File: src/rtl/cnn_defines.sv
// Shared CNN datapath width definitions.
// Included by every block that exchanges pixel or feature data with the
// convolution pipeline, so that all producers and consumers agree on widths.
`ifndef CNN_DEFINES_SV
`define CNN_DEFINES_SV

// Width of one input pixel as presented to the first convolution layer.
`define CNN_DATA_IN_W 8

`endif

File: src/rtl/img_stream_tx_pkg.sv
// Shared helpers for the image streaming front end.
// Holds the image-index width and the small constant functions used to size
// the raster counters and to compute the base address of an image in memory.
package img_stream_tx_pkg;

  // Width of the image index presented with a start request.
  localparam int unsigned IMG_IDX_W = 8;

  // Counter width able to hold 0 .. n-1; never narrower than one bit so a
  // degenerate 1-pixel dimension still yields a legal vector.
  function automatic int unsigned cnt_width(input int unsigned n);
    int unsigned w;
    if (n <= 32'd1) begin
      w = 32'd1;
    end else begin
      w = $clog2(n);
    end
    return w;
  endfunction

  // First memory word of image idx when images are packed back to back.
  // The caller truncates the product to its own address width.
  function automatic logic [31:0] frame_base(input logic [IMG_IDX_W-1:0] idx,
                                             input int unsigned          frame_pixels);
    return 32'(idx) * 32'(frame_pixels);
  endfunction

endpackage

File: src/rtl/img_stream_tx.sv
// img_stream_tx -- streams one stored image, in raster order, from an
// external synchronous image memory into the convolution input port.
//
// A start pulse accepted in IDLE latches the image base address and walks
// row/col across the frame, issuing one memory read per cycle unless pause is
// high. Each read returns one cycle later and is presented as a pixel.
//
// Parameters
//   IMG_WIDTH   pixels per row
//   IMG_HEIGHT  rows per image
//   ADDR_W      image-memory address width
//
// Ports
//   clk        in   rising-edge clock
//   rst_n      in   asynchronous active-low reset
//   start      in   one-cycle request to stream one image (honoured in IDLE only)
//   img_idx    in   image index, latched with an accepted start
//   pause      in   throttle; while high no new memory read is issued
//   mem_rd_en  out  memory read enable
//   mem_raddr  out  memory read address
//   mem_rdata  in   memory read data, valid one cycle after mem_rd_en
//   pix_data   out  pixel to the convolution input
//   pix_valid  out  pix_data valid this cycle
//   img_en     out  frame-active envelope, first to last pixel inclusive
//   busy       out  high from accepted start until the end of the done cycle
//   done       out  one-cycle pulse at frame end
`ifndef CNN_DATA_IN_W
`include "cnn_defines.sv"
`endif

module img_stream_tx
  import img_stream_tx_pkg::*;
#(
  parameter int IMG_WIDTH  = 20,
  parameter int IMG_HEIGHT = 20,
  parameter int ADDR_W     = 16
) (
  input  logic                      clk,
  input  logic                      rst_n,
  input  logic                      start,
  input  logic [7:0]                img_idx,
  input  logic                      pause,
  output logic                      mem_rd_en,
  output logic [ADDR_W-1:0]         mem_raddr,
  input  logic [`CNN_DATA_IN_W-1:0] mem_rdata,
  output logic [`CNN_DATA_IN_W-1:0] pix_data,
  output logic                      pix_valid,
  output logic                      img_en,
  output logic                      busy,
  output logic                      done
);

  localparam int unsigned DATA_W    = `CNN_DATA_IN_W;
  localparam int unsigned COL_W     = cnt_width(IMG_WIDTH);
  localparam int unsigned ROW_W     = cnt_width(IMG_HEIGHT);
  localparam int unsigned FRAME_PIX = IMG_WIDTH * IMG_HEIGHT;

  localparam logic [COL_W-1:0] COL_LAST = COL_W'(IMG_WIDTH - 1);
  localparam logic [ROW_W-1:0] ROW_LAST = ROW_W'(IMG_HEIGHT - 1);
  localparam logic [COL_W-1:0] COL_ONE  = COL_W'(1);
  localparam logic [ROW_W-1:0] ROW_ONE  = ROW_W'(1);

  // DRAIN covers the cycle in which the final read returns; DONE carries the
  // done pulse.
  typedef enum logic [1:0] {
    IDLE   = 2'd0,
    STREAM = 2'd1,
    DRAIN  = 2'd2,
    DONE   = 2'd3
  } state_t;

  state_t              state_q, state_d;
  logic [ADDR_W-1:0]   base_q, base_d;
  logic [COL_W-1:0]    col_q, col_d;
  logic [ROW_W-1:0]    row_q, row_d;
  logic                pix_valid_q, pix_valid_d;
  logic                img_en_q, img_en_d;
  logic                busy_q, busy_d;
  logic                done_q, done_d;

  logic                mem_rd_en_s;
  logic [ADDR_W-1:0]   mem_raddr_s;
  logic [ADDR_W-1:0]   pix_offset_s;

  // Raster offset of the current pixel inside the image.
  always_comb begin
    pix_offset_s = ADDR_W'((32'(row_q) * 32'(IMG_WIDTH)) + 32'(col_q));
  end

  // Next-state, counter and read-request logic.
  // The read request is combinational on purpose: a cycle with pause high
  // must not carry a read, so the request cannot be a cycle late.
  always_comb begin
    state_d     = state_q;
    base_d      = base_q;
    col_d       = col_q;
    row_d       = row_q;
    mem_rd_en_s = 1'b0;
    mem_raddr_s = {ADDR_W{1'b0}};

    case (state_q)
      IDLE: begin
        if (start) begin
          base_d  = ADDR_W'(frame_base(img_idx, FRAME_PIX));
          col_d   = {COL_W{1'b0}};
          row_d   = {ROW_W{1'b0}};
          state_d = STREAM;
        end else begin
          state_d = IDLE;
        end
      end

      STREAM: begin
        if (!pause) begin
          mem_rd_en_s = 1'b1;
          mem_raddr_s = base_q + pix_offset_s;
          if (col_q == COL_LAST) begin
            col_d = {COL_W{1'b0}};
            if (row_q == ROW_LAST) begin
              // Last read of the frame issued this cycle.
              row_d   = row_q;
              state_d = DRAIN;
            end else begin
              row_d   = row_q + ROW_ONE;
              state_d = STREAM;
            end
          end else begin
            col_d   = col_q + COL_ONE;
            state_d = STREAM;
          end
        end else begin
          // Throttled: counters frozen, nothing issued.
          state_d = STREAM;
        end
      end

      DRAIN: begin
        state_d = DONE;
      end

      DONE: begin
        // A start arriving here is dropped; IDLE accepts from next cycle.
        state_d = IDLE;
      end

      default: begin
        state_d = IDLE;
      end
    endcase
  end

  // Next values of the registered status outputs.
  always_comb begin
    pix_valid_d = mem_rd_en_s;
    busy_d      = (state_d != IDLE);
    done_d      = (state_d == DONE);
    // Rises with the first read and is held across pause gaps while still
    // streaming; it drops after the DRAIN cycle that shows the last pixel.
    if (mem_rd_en_s) begin
      img_en_d = 1'b1;
    end else if (state_q == STREAM) begin
      img_en_d = img_en_q;
    end else begin
      img_en_d = 1'b0;
    end
  end

  // State, base address and raster counters.
  always_ff @(posedge clk or negedge rst_n) begin
    if (!rst_n) begin
      state_q <= IDLE;
      base_q  <= {ADDR_W{1'b0}};
      col_q   <= {COL_W{1'b0}};
      row_q   <= {ROW_W{1'b0}};
    end else begin
      state_q <= state_d;
      base_q  <= base_d;
      col_q   <= col_d;
      row_q   <= row_d;
    end
  end

  // Registered status outputs.
  always_ff @(posedge clk or negedge rst_n) begin
    if (!rst_n) begin
      pix_valid_q <= 1'b0;
      img_en_q    <= 1'b0;
      busy_q      <= 1'b0;
      done_q      <= 1'b0;
    end else begin
      pix_valid_q <= pix_valid_d;
      img_en_q    <= img_en_d;
      busy_q      <= busy_d;
      done_q      <= done_d;
    end
  end

  // The memory already registers its read data, so the pixel is that word
  // qualified by the delayed read enable; it reads as zero otherwise.
  assign pix_data  = pix_valid_q ? mem_rdata : {DATA_W{1'b0}};

  assign mem_rd_en = mem_rd_en_s;
  assign mem_raddr = mem_raddr_s;
  assign pix_valid = pix_valid_q;
  assign img_en    = img_en_q;
  assign busy      = busy_q;
  assign done      = done_q;

endmodule

File: config.mk
export PLATFORM = sky130hd
export DESIGN_NAME = img_stream_tx
export DESIGN_NICKNAME = d
export VERILOG_FILES = /design/src/rtl/img_stream_tx_pkg.sv /design/src/rtl/img_stream_tx.sv
export VERILOG_INCLUDE_DIRS = /design/src /design/src/rtl
export SDC_FILE = /design/constraint.sdc
export NUM_CORES = 1
export LEC_CHECK = 0
export BUFFER_PORTS_ARGS = -buffer_cell sky130_fd_sc_hd__buf_2
export CAP_MARGIN = 20
export CORE_MARGIN = 2
export CORE_UTILIZATION = 53
export CTS_CLUSTER_DIAMETER = 100
export DETAILED_ROUTE_END_ITERATION = 12
export GPL_TIMING_DRIVEN = 1
export PLACE_DENSITY = 0.77
export RECOVER_POWER = 50
export SETUP_SLACK_MARGIN = 0.05
export SLEW_MARGIN = 20
export SYNTH_ARGS = -nofsm -noshare
export SYNTH_HDL_FRONTEND = slang
export SYNTH_SLANG_ARGS = --single-unit
File: constraint.sdc
create_clock -name clk -period 10.6 [get_ports clk]
set_clock_uncertainty 0.05 [all_clocks]
set_input_delay 2.12 -clock clk [delete_from_list [all_inputs] [get_ports clk]]
set_output_delay 2.12 -clock clk [all_outputs]
set_load 0.03 [all_outputs]
==> results.py <==
metrics = {
    "timing": {
        "relSlewSlack_pct": -1.128,
        "layout_setup_ws_ns": 4.669,
        "final_max_slew_viol_count": 14,
        "finalSetupViolCount": 0,
        "whs_ns": 0.4560,
        "worstMarginPinSlew_ns": 1.501,
        "finalCritPeriodShare_pct": 55.96,
        "max_freq_mhz": 168.6,
        "fin_crit_ns": 5.931,
        "rsz0062_at_grt": "no",
        "finalHoldViolations": 0,
        "setup_tns_ns": 0,
    },
    "synth": {
        "yosys_warnings": 0,
        "ys_seq_area_share_pct": 26.55,
        "yosys.cell_types.count": 44,
        "synth_seq_cells": 28,
        "synthCells": 299,
        "syn_avg_cell_area_um2": 8.825,
        "synth-edff-count": 0,
        "syn-cell-area_um2": 2639,
        "ys.flop_type": "dfrtp_1",
        "async_flop_share_pct": 100.0,
        "synth.net_count": 374,
    },
    "clock_network": {
        "htree_levels": 1,
        "clock_tree.root_cell": "clkbuf_8",
        "clkTransAtPathRegs_ns": 0.09,
        "post_cts_buffers": 0,
        "insertion_delay_ns": 0.28,
        "cts_buffers": 3,
        "clkSinkCount": 28,
        "clockBufferDepth": 2,
        "cts_hold_buf": 0,
        "ctsResizeCount": 0,
        "cts_tree": "done",
    },
    "critical_path": {
        "reg2reg_slack_ns": 8.29,
        "path_delay_family": "adder cells",
        "critical_path.most_common_cell": "ha_1",
        "cp_max_fo": 6,
        "critical_path.slowest_cell": "or4_1",
        "required_ns": 8.43,
        "cp-start-kind": "register",
        "cpPeakStageDelay_ns": 0.49,
        "crit_chain": "ha_1 > ha_1 > a21o_1 > a21oi_1 > xnor2_1 > ha_1 > ha_1 > o211ai_1 > a21oi_2 > o211ai_2 > or4_1 > nand3_1 > buf_2",
        "path_class": "register to output pin",
        "crit_arrival_ns": 3.76,
        "end_kind": "output pin",
        "path_buf_inv": 1,
    },
    "final_layout": {
        "layout.cells.non_filler": 412,
        "fin_area_um2": 2998,
        "drive_gt1_share_pct": 15.65,
        "syn_to_final_growth_pct": 13.61,
        "diodes": 0,
        "fin_nets": 421,
    },
    "grt": {
        "grt_max_degree": 29,
        "grt_use_total_pct": 20.15,
        "grt_pass1_vias": 2085,
        "grt_pass1_wl_um": 8749,
        "antenna_found_initial": 0,
        "overflow": 0,
    },
    "floorplan": {
        "rows": 25,
        "fp.coreArea_um2": 4755,
        "die_w_um": 74.56,
        "initial_core_util_pct": 55.50,
        "die_y_um": 74.56,
        "ioPinCount": 49,
        "die_area_um2": 5559,
    },
    "routing": {
        "drc_errors": 0,
        "via_per_inst": 5.374,
        "firstDrtPassIters": 4,
        "ant_nets": 0,
        "drt_iter0_markers": 51,
        "num_vias": 2214,
        "postRouteWirelength_um": 5095,
        "wl_per_cell_um": 12.37,
    },
    "place": {
        "dpl_cell_area_um2": 2934,
        "io_buffer_count": 48,
        "globalplace.congestion": 0.7980,
        "post-place-ws_ns": 4.876,
        "dp_cells": 408,
        "dp_hpwl_um": 4165,
    },
    "power_and_ir_drop": {
        "p_leak_nw": 1.550,
        "power_density_nw_per_um2": 202.9,
        "ir_worst_vdd_uv": 127.4,
    },
    "run_status": {
        "violations": "capacitance limit, slew limit",
        "status": "finished, violations left",
    },
    "worst_hold_path": {
        "worstHoldPathType": "register to register",
    },
    "job": {
        "maxCapViolCount": 1,
    },
}
## final cells by class
| type | instances | area, um2 |
|---|---|---|
| multi-input cells | 245 | 1834 |
| fillers | 431 | 1757 |
| flip-flops and latches | 28 | 700.7 |
| repair buffers | 48 | 232.7 |
| well taps | 67 | 83.83 |
| inverters | 20 | 75.07 |
| clock buffers | 3 | 41.29 |
| clock inverters | 1 | 30.03 |
## worst reg2reg max path, stage by stage, from the launching register on
cell     delay (ns)
dfrtp_1        0.47
o21ai_0        1.19
o31ai_1        0.17
a22oi_1        0.24
o21ai_1        0.08
## state kept, by name, indices dropped and copies added (netlist names)
| signal | flops |
|---|---|
| base_q | 12 |
| busy | 1 |
| col_q | 5 |
| done | 1 |
| img_en | 1 |
| pix_valid | 1 |
| row_q | 5 |
| state_q | 2 |
## cells by family (layout without fill, tap and decap cells)
kind of cell / after synthesis / after routing / share of synthesized area (%)
flops: 28 / 28 / 26.55
simple gates: 104 / 104 / 19.77
compound gates: 68 / 68 / 15.98
xor+xnor: 18 / 18 / 5.974
fa+ha+maj: 55 / 55 / 27.79
buf+inv: 26 / 72 / 3.936
## metrics by stage
stage                     utilization, %  total power [W]
after CTS                          63.21        0.0006117
after global placement             61.71        0.0005125
after floorplan                        -        0.0004368
after detailed placement           61.71        0.0005265
final                              63.05        0.0006084
after global routing               63.05        0.0006672
## per-layer routing
metal	routed length (um)	GRT usage, %	share of wire (%)	vias up
li1	-	-	-	1140
met1	2477	26.13	49	1018
met2	2345	34.91	46	47
met3	192	1.897	3.8	9
met4	80	7.540	1.6	0
met5	0	0	0	-
## worst paths after layout
check	start	endpoint	depth (start not counted)
worst max register to register	state_q[0]$_DFF_PN0_	col_q[4]$_DFFE_PN0P_	4
worst max-delay path	row_q[2]$_DFFE_PN0P_	mem_raddr[15]	13
max in group asynchronous	rst_n	row_q[3]$_DFFE_PN0P_	1
min in group asynchronous	rst_n	row_q[1]$_DFFE_PN0P_	1
worst min register to register	base_q[10]$_DFFE_PN0P_	base_q[10]$_DFFE_PN0P_	2
worst min-delay path	base_q[10]$_DFFE_PN0P_	base_q[10]$_DFFE_PN0P_	2
## cell usage in the layout, fill, tap and decap left out, types with 2 or more instances in the layout
master / netlist / final
ha_1: 49 / 49
buf_2: 2 / 42
nand2_1: 41 / 41
dfrtp_1: 28 / 28
a21oi_1: 21 / 21
inv_1: 19 / 20
o21ai_0: 18 / 19
nor2_1: 16 / 16
and2_1: 13 / 13
xnor2_1: 10 / 10
xor2_1: 8 / 8
nand3_1: 7 / 7
nand2b_1: 6 / 6
o21ai_1: 7 / 6
fa_1: 6 / 6
clkbuf_1: 3 / 6
nor3_1: 4 / 4
o21bai_1: 4 / 4
a21o_1: 4 / 4
a31oi_1: 3 / 3
nand4_1: 3 / 3
clkbuf_8: 0 / 3
or3_1: 2 / 2
nor2b_1: 2 / 2
nor3_2: 2 / 2
o31ai_1: 2 / 2
## power breakdown
part | internal, W | total [W] | switching (W) | leakage (nW)
Combinational | 0.000141 | 0.000362 | 0.000221 | 1.17
Sequential | 0.000130 | 0.000163 | 0.0000336 | 0.348
Clock | 0.0000506 | 0.0000836 | 0.0000330 | 0.0357
Total | 0.000321 | 0.000608 | 0.000287 | 1.55
## synth_stat cells (2+ instances only)
master | n | area share [%]
xor2_1 | 8 | 2.7
o21ai_0 | 18 | 3.4
clkbuf_1 | 3 | 0.43
nand2b_1 | 6 | 1.4
nand3_1 | 7 | 1.3
ha_1 | 49 | 23
nor2b_1 | 2 | 0.47
o21bai_1 | 4 | 1.1
or3_1 | 2 | 0.47
fa_1 | 6 | 4.6
nor3_2 | 2 | 0.76
buf_2 | 2 | 0.38
a21o_1 | 4 | 1.1
nor2_1 | 16 | 2.3
o31ai_1 | 2 | 0.57
dfrtp_1 | 28 | 27
nand4_1 | 3 | 0.71
a31oi_1 | 3 | 0.71
inv_1 | 19 | 2.7
nand2_1 | 41 | 5.8
nor3_1 | 4 | 0.76
xnor2_1 | 10 | 3.3
o21ai_1 | 7 | 1.3
and2_1 | 13 | 3.1
a21oi_1 | 21 | 4.0
Note: power is estimated with default switching activity, not from simulation.
